--- config.mk ---
export PLATFORM = sky130hd
export DESIGN_NAME = operand_loader_p
export DESIGN_NICKNAME = d
export VERILOG_FILES = /design/src/rtl/operand_loader_p.sv
export SDC_FILE = /design/constraint.sdc
export NUM_CORES = 1
export LEC_CHECK = 0
export ABC_AREA = 1
export CORE_MARGIN = 10
export CORE_UTILIZATION = 25
export CTS_CLUSTER_DIAMETER = 30
export CTS_CLUSTER_SIZE = 8
export DETAILED_ROUTE_END_ITERATION = 10
export MAX_ROUTING_LAYER = met4
export PLACE_DENSITY = 0.4
export RECOVER_POWER = 100
export SETUP_SLACK_MARGIN = 0.02
export SLEW_MARGIN = 20
export SYNTH_ARGS = -nofsm -noshare
export SYNTH_HDL_FRONTEND = slang
export SYNTH_SLANG_ARGS = --single-unit
--- constraint.sdc ---
create_clock -name i_clk -period 10.6 [get_ports i_clk]
set_clock_uncertainty 0.05 [all_clocks]
set_input_delay 3.18 -clock i_clk [delete_from_list [all_inputs] [get_ports i_clk]]
set_output_delay 3.18 -clock i_clk [all_outputs]
set_load 0.005 [all_outputs]
--- src/rtl/operand_loader_p.sv ---
// rtl/operand_loader_p.sv - chunk-serial operand loader for the ECC datapath front end
//
// Purpose: assembles N_OPS operands of OP_W bits from BEATS accepted beats of
// CHUNK_W bits per lane (LSB chunk first), then pulses o_load_done for one cycle.
// Optional macro OPERAND_LOADER_UNLOAD_EN adds a chunk serializer for result unload.
//
// Ports:
//   i_clk, i_rst      clock, asynchronous active-high reset
//   i_start, i_abort  arm a new load / cancel the load in progress
//   i_valid, i_chunk  beat handshake input; lane j at [j*CHUNK_W +: CHUNK_W]
//   o_ready           beat accepted when i_valid && o_ready
//   o_busy            high in LOAD or DONE
//   o_load_done       one-cycle pulse, all operands valid
//   o_ops             lane j operand at [j*OP_W +: OP_W]
//   o_beat_cnt        beats accepted in the current load
//   (OPERAND_LOADER_UNLOAD_EN) i_unload_start, i_unload_word, i_unload_ready,
//                     o_unload_chunk, o_unload_valid, o_unload_last
module operand_loader_p #(
  parameter int OP_W    = 32,
  parameter int CHUNK_W = 4,
  parameter int N_OPS   = 5,
  localparam int BEATS  = OP_W / CHUNK_W,
  localparam int CNT_W  = $clog2(BEATS + 1)
) (
  input  logic                     i_clk,
  input  logic                     i_rst,
  input  logic                     i_start,
  input  logic                     i_abort,
  input  logic                     i_valid,
  input  logic [N_OPS*CHUNK_W-1:0] i_chunk,
  output logic                     o_ready,
  output logic                     o_busy,
  output logic                     o_load_done,
  output logic [N_OPS*OP_W-1:0]    o_ops,
  output logic [CNT_W-1:0]         o_beat_cnt
`ifdef OPERAND_LOADER_UNLOAD_EN
  ,
  input  logic                     i_unload_start,
  input  logic [OP_W-1:0]          i_unload_word,
  output logic [CHUNK_W-1:0]       o_unload_chunk,
  output logic                     o_unload_valid,
  output logic                     o_unload_last,
  input  logic                     i_unload_ready
`endif
);

  if (OP_W % CHUNK_W != 0) begin : g_bad_width
    $error("operand_loader_p: OP_W must be a multiple of CHUNK_W");
  end

  localparam logic [CNT_W-1:0] LAST_BEAT = CNT_W'(BEATS - 1);

  typedef enum logic [1:0] {IDLE, LOAD, DONE} state_t;
  state_t state;

  // Handshake and status decode straight from the state register, so they are
  // glitch-free and o_load_done is exactly the single DONE cycle.
  assign o_ready     = (state == LOAD);
  assign o_busy      = (state != IDLE);
  assign o_load_done = (state == DONE);

  always_ff @(posedge i_clk or posedge i_rst) begin
    if (i_rst) begin
      state      <= IDLE;
      o_ops      <= '0;
      o_beat_cnt <= '0;
    end else if (i_abort) begin
      // Abort wins over start and any beat presented in the same cycle.
      state      <= IDLE;
      o_ops      <= '0;
      o_beat_cnt <= '0;
    end else begin
      case (state)
        IDLE: begin
          if (i_start) begin
            state      <= LOAD;
            o_ops      <= '0;
            o_beat_cnt <= '0;
          end
        end
        LOAD: begin
          if (i_valid) begin
            for (int j = 0; j < N_OPS; j++) begin
              o_ops[j*OP_W + int'(o_beat_cnt)*CHUNK_W +: CHUNK_W] <= i_chunk[j*CHUNK_W +: CHUNK_W];
            end
            o_beat_cnt <= o_beat_cnt + CNT_W'(1);
            if (o_beat_cnt == LAST_BEAT) begin
              state <= DONE;
            end
          end
        end
        DONE:    state <= IDLE;
        default: state <= IDLE;
      endcase
    end
  end

`ifdef OPERAND_LOADER_UNLOAD_EN
  typedef enum logic {U_IDLE, U_SEND} ustate_t;
  ustate_t         ustate;
  logic [OP_W-1:0]  ushift;
  logic [CNT_W-1:0] ucnt;

  // The shift register drains to zero as chunks leave, so the chunk output
  // reads 0 again once the word has been sent.
  assign o_unload_valid = (ustate == U_SEND);
  assign o_unload_chunk = ushift[CHUNK_W-1:0];
  assign o_unload_last  = (ustate == U_SEND) && (ucnt == LAST_BEAT);

  always_ff @(posedge i_clk or posedge i_rst) begin
    if (i_rst) begin
      ustate <= U_IDLE;
      ushift <= '0;
      ucnt   <= '0;
    end else begin
      case (ustate)
        U_IDLE: begin
          if (i_unload_start) begin
            ustate <= U_SEND;
            ushift <= i_unload_word;
            ucnt   <= '0;
          end
        end
        U_SEND: begin
          if (i_unload_ready) begin
            ushift <= ushift >> CHUNK_W;
            ucnt   <= ucnt + CNT_W'(1);
            if (ucnt == LAST_BEAT) begin
              ustate <= U_IDLE;
            end
          end
        end
        default: ustate <= U_IDLE;
      endcase
    end
  end
`endif

endmodule

* Word level (Yosys, flattened, before mapping)
Index checks and enable logic that the tools add are counted.
Operators by class: equal/unequal tests 6, add/sub/neg operators 10, muxes and demuxes 18, reductions and logical operators 5, shift operators 10
Operators with widths (number):
- bitwise mux 160 bit | 5
- variable shift 4 x 33 -> 160 bit, first input constant | 5
- indexed part select 4 x 33 -> 160 bit | 5
- two-way mux 160 bit | 3
- one-hot mux 160 bit (2 select lines) | 1
- negation 8 -> 33 bit | 2
- negation 6 -> 33 bit | 1
- negation 7 -> 33 bit | 1
- negation 9 -> 33 bit | 1
- adder 7 x 6 -> 8 bit, first input constant | 2
- two-way mux 4 bit | 3
- adder 8 x 6 -> 9 bit, first input constant | 1
- two-way mux 2 bit | 4
- one-hot mux 4 bit (2 select lines) | 1
- adder 6 x 6 -> 7 bit, first input constant | 1
- inequality test 3 bit, second input constant | 2
- AND reduction 3 bit | 2
- adder 4 x 1 -> 4 bit, second input constant | 1
- == test 4 x 3 -> 1 bit, second input constant | 1
- one-hot mux 2 bit (2 select lines) | 1
- inequality test 3 x 2 -> 1 bit, second input constant | 1
- nonzero test 3 bit | 1
- == test 2 x 1 -> 1 bit, second input constant | 1
- == test 2 bit, second input constant | 1
- 2 further kinds | 2
Storage, ports and cells: input bits 25, word-level logic and storage cells 52, flip-flop bits (word level) 166, output and inout port bits 167

* Depth between registers and ports, before layout
depth after elaboration 10, mapped depth 17, gate-level depth less buffers 15

* Worst setup path after synthesis
OpenSTA, ideal clock, no wires.
kind input-to-reg, from in i_start, to reg o_ops[56], path buffers 2, arrival 4.369 ns, path slack 6.064 ns, library setup time 0.117 ns, stages on the path 11, cells stage by stage inv_1 > nand4_1 > nand2_1 > inv_1 > o21ai_2 > inv_2 > buf_2 > clkbuf_1 > nand2_1 > nand2_1 > nand2_1
On the way: cells in the longest elaborated chain, start to end 2
RTL lines:
- from (decl) | line 27 | input logic i_start,
- inequality test 3 bit (no source line)
- AND reduction 3 bit (no source line)
- to (signal, indexed assignment) | line 84 | o_ops[j*OP_W + int'(o_beat_cnt)*CHUNK_W +: CHUNK_W] <= i_chunk[j*CHUNK_W +: CHUNK_W];
- to (decl) | line 34 | output logic [N_OPS*OP_W-1:0] o_ops,
Every way passes these cells. A chain may end at the register's enable or synchronous reset.

* Worst setup path after layout
from in i_abort, to reg o_ops[75]
On the way: cells in the longest elaborated chain, start to end 2, elaborated cells on any way between the ends 5
RTL lines:
- from (decl) | line 28 | input logic i_abort,
- inequality test 3 bit (no source line) or nonzero test 3 bit (tied branches)
- AND reduction 3 bit (no source line)
Several ways; a longest one is shown, not always the timed one.

==> run_summary.xml <==
<?xml version="1.0" encoding="UTF-8"?>
<metrics>
  <group name="status">
    <metric name="status" unit="">finished with violations</metric>
    <metric name="violations" unit="">capacitance limit, slew limit</metric>
  </group>
  <group name="floorplan">
    <metric name="die-width" unit="um">243</metric>
    <metric name="floorplan.initialDensity" unit="%">25.3</metric>
    <metric name="coreArea" unit="mm^2">0.0491</metric>
    <metric name="fp.dieH" unit="um">243</metric>
    <metric name="std_cell_rows" unit="">81</metric>
    <metric name="die_area" unit="mm^2">0.0590</metric>
    <metric name="num_io_pins" unit="">192</metric>
  </group>
  <group name="sta">
    <metric name="timing.final.ws_setup" unit="ns">3.11</metric>
    <metric name="finalHoldViolations" unit="">0</metric>
    <metric name="drv_slew" unit="">143</metric>
    <metric name="timing.max_slew.rel_slack" unit="%">-102</metric>
    <metric name="final.min_clock_period" unit="ns">7.49</metric>
    <metric name="final_cycle_share" unit="%">70.7</metric>
    <metric name="clock.fmax" unit="MHz">133</metric>
    <metric name="tightest_slew" unit="ns">3.03</metric>
    <metric name="grt_setup_unrepaired" unit="">false</metric>
    <metric name="timing.setup.tns" unit="ns">0</metric>
    <metric name="fin_worst_hold_slack" unit="ns">0.427</metric>
    <metric name="setup-violations-final" unit="">0</metric>
  </group>
  <group name="clock_tree">
    <metric name="clk_latency" unit="ns">0.49</metric>
    <metric name="cts_post_setup_buffers_inserted" unit="">0</metric>
    <metric name="clk_pin_slew" unit="ns">0.07</metric>
    <metric name="tritoncts" unit="">done</metric>
    <metric name="post_cts_hold_buffer_count" unit="">0</metric>
    <metric name="htree_levels" unit="">4</metric>
    <metric name="cts-root-to-sink-buffers" unit="">2</metric>
    <metric name="cts.sinks" unit="">166</metric>
    <metric name="cts_buffers" unit="">17</metric>
    <metric name="cts_resized" unit="">0</metric>
    <metric name="clockRootBuffer" unit="">clkbuf_16</metric>
  </group>
  <group name="routing">
    <metric name="mean_number_of_vias_per_cell" unit="">5.23</metric>
    <metric name="drc" unit="">0</metric>
    <metric name="wire_per_inst" unit="um">22.5</metric>
    <metric name="routed-via-count" unit="">14296</metric>
    <metric name="drt.antenna.violating_nets" unit="">0</metric>
    <metric name="drt_pass1_iterations" unit="">8</metric>
    <metric name="initialDrtViolationCount" unit="">1479</metric>
    <metric name="drt-total-wl" unit="um">61400</metric>
  </group>
  <group name="global_route">
    <metric name="grt-ovfl-total" unit="">0</metric>
    <metric name="grt_pass1_vias" unit="">14198</metric>
    <metric name="pin_count_of_the_biggest_net_entering_global_routing" unit="">75</metric>
    <metric name="gr-usage-all-layers" unit="%">21.0</metric>
    <metric name="global_route_wire_length_before_repair" unit="um">92000</metric>
    <metric name="grt_antenna_before_repair" unit="">1</metric>
  </group>
  <group name="worst_setup_path">
    <metric name="setup.worst_path.class" unit="">input port to flip-flop</metric>
    <metric name="critPathMaxFanout" unit="">57</metric>
    <metric name="cp-start-kind" unit="">input port</metric>
    <metric name="critical_path_required" unit="ns">10.90</metric>
    <metric name="worstSetupEndpointType" unit="">flip-flop</metric>
    <metric name="worst-endpoint-arrival" unit="ns">7.79</metric>
  </group>
  <group name="logic_synthesis">
    <metric name="postSynthAreaPerCell" unit="um^2">6.45</metric>
    <metric name="synth_enable_flop_cells" unit="">0</metric>
    <metric name="ys_seq_elements" unit="">166</metric>
    <metric name="post_synth_inst_count" unit="">1924</metric>
    <metric name="synth_seq_area_share" unit="%">33.5</metric>
    <metric name="share_of_flip_flops_with_an_asynchronous_set_or_reset_after_synthesis" unit="%">100</metric>
    <metric name="yosysWarningCount" unit="">0</metric>
    <metric name="post-synth-top-area-cell" unit="">dfrtp_1</metric>
    <metric name="synth_nets" unit="">1956</metric>
    <metric name="ys_top_cells_by_area" unit="">dfrtp_1 (33%), nand2_1 (16%), nand3_1 (10%)</metric>
    <metric name="netlist-cell-type-count" unit="">45</metric>
    <metric name="yosysTopAreaCellShare" unit="%">33.5</metric>
    <metric name="ys.flop_type" unit="">dfrtp_1</metric>
    <metric name="mappedNetlistArea" unit="mm^2">0.0124</metric>
  </group>
  <group name="power_and_ir_drop">
    <metric name="ir_worst_vdd" unit="mV">0.144</metric>
    <metric name="pwrdens" unit="mW/mm^2">180</metric>
    <metric name="static-leakage-power" unit="nW">7.16</metric>
  </group>
  <group name="placed_design">
    <metric name="port_buffers" unit="">191</metric>
    <metric name="post_dp_hpwl" unit="um">45400</metric>
    <metric name="gp_routability_congestion" unit="">0.961</metric>
    <metric name="detailedPlace.worstSlack" unit="ns">4.03</metric>
    <metric name="placedCellCount" unit="">2699</metric>
  </group>
  <group name="finish">
    <metric name="mostFrequentLayoutCell" unit="">nand2_1</metric>
    <metric name="syn_to_final_growth" unit="%">23.6</metric>
    <metric name="fill_cells" unit="">5505</metric>
    <metric name="drive_above_1_share" unit="%">5.52</metric>
    <metric name="insertedDiodeCount" unit="">0</metric>
    <metric name="seqCellArea" unit="mm^2">0.00415</metric>
    <metric name="final_cells" unit="">2731</metric>
    <metric name="layout.cells.most_common_list" unit="">nand2_1 (533), nand3_1 (252), o21ai_0 (222), nor2_1 (211), dlygate4sd3_1 (169)</metric>
    <metric name="multi_input_area" unit="mm^2">0.00717</metric>
    <metric name="nNetsFinal" unit="">2086</metric>
  </group>
  <group name="hold_path">
    <metric name="hold_class" unit="">flip-flop to flip-flop</metric>
  </group>
  <group name="flow_run">
    <metric name="maxcap_viol_count" unit="">3</metric>
  </group>
</metrics>
[report_power, final]
part / internal (mW) / leakage (nW) / switching (mW)
clock network: 0.377 / 0.295 / 0.281
registers: 0.657 / 2.31 / 0.0240
logic: 0.272 / 4.55 / 1.15
total: 1.31 / 7.16 / 1.46
[routing by layer]
metal / global-route usage (%) / vias to the layer above / part of all wire [%]
li1: - / 6775 / -
met1: 26.7 / 6799 / 45
met2: 31.8 / 605 / 45
met3: 3.91 / 117 / 5.9
met4: 9.69 / 0 / 4.1
met5: - / - / 0
[kinds of logic after synthesis]
family,Yosys count,share of synthesized area [%]
buf+inv,241,8.60
flops,166,33.5
simple gates,1165,42.1
compound gates,345,15.2
fa+ha+maj,7,0.706
[worst max-delay path, cell delays in order]
cell and delay (ns):
dlygate4sd3_1 0.62, nor2_4 0.12, buf_4 0.56, nand2_1 0.16
nand2_1 0.10, inv_1 0.06, o21ai_0 0.09, clkbuf_1 0.97
inv_1 0.81, nand2_1 0.53, nor2_1 0.18, o21ai_0 0.31
nand2_1 0.09
[synthesized netlist by cell type (3+ instances only)]
| library cell | number |
|---|---|
| a21oi_1 | 55 |
| a22oi_1 | 3 |
| buf_1 | 12 |
| buf_2 | 43 |
| buf_4 | 13 |
| buf_6 | 5 |
| clkbuf_1 | 22 |
| dfrtp_1 | 166 |
| ha_1 | 7 |
| inv_1 | 132 |
| inv_2 | 10 |
| nand2_1 | 531 |
| nand2_2 | 16 |
| nand2_4 | 3 |
| nand3_1 | 252 |
| nand3_2 | 6 |
| nand4_1 | 79 |
| nor2_1 | 212 |
| nor2_2 | 12 |
| nor2_4 | 8 |
| nor3_1 | 28 |
| nor3_2 | 6 |
| nor4_1 | 3 |
| o2111ai_1 | 3 |
| o211ai_1 | 6 |
| o21ai_0 | 188 |
| o21ai_1 | 36 |
| o221ai_1 | 7 |
| o22ai_1 | 31 |
| o31ai_1 | 7 |
[layout make-up]
class                           instances  area share [%]
Clock buffer                           22            3.22
Sequential cell                       166            27.1
Multi-Input combinational cell       1517            46.7
Inverter                              144            3.53
Timing Repair Buffer                  208            13.2
Clock inverter                         10           0.775
Tap cell                              664            5.42
[registers in the layout, summed over array words and instances (netlist names)]
name,count
o_beat_cnt,4
state,2
o_ops,160
[path summary, 6_finish.rpt]
check | start | to | slack [ns] | cells after the start
setup / recovery | i_abort | o_ops[75]$_DFFE_PP0P_ | 3.11 | 13
hold / removal | o_ops[24]$_DFFE_PP0P_ | o_ops[24]$_DFFE_PP0P_ | 0.43 | 2
setup reg to reg | o_beat_cnt[0]$_DFFE_PP0P_ | o_ops[87]$_DFFE_PP0P_ | 5.47 | 15
hold reg to reg | o_ops[24]$_DFFE_PP0P_ | o_ops[24]$_DFFE_PP0P_ | 0.43 | 2
max in group asynchronous | i_rst | o_ops[157]$_DFFE_PP0P_ | 3.24 | 3
min in group asynchronous | i_rst | o_ops[36]$_DFFE_PP0P_ | 3.67 | 2
[through the flow]
stage	area (um^2)	power, mW	util (%)
floorplan	12400	1.66	-
global placement	14800	2.11	30.1
detailed placement	14800	2.11	30.1
CTS	15400	2.79	31.4
global route	15300	2.94	31.3
finish	15300	2.76	31.3
Power figures use the tool's default switching activity.
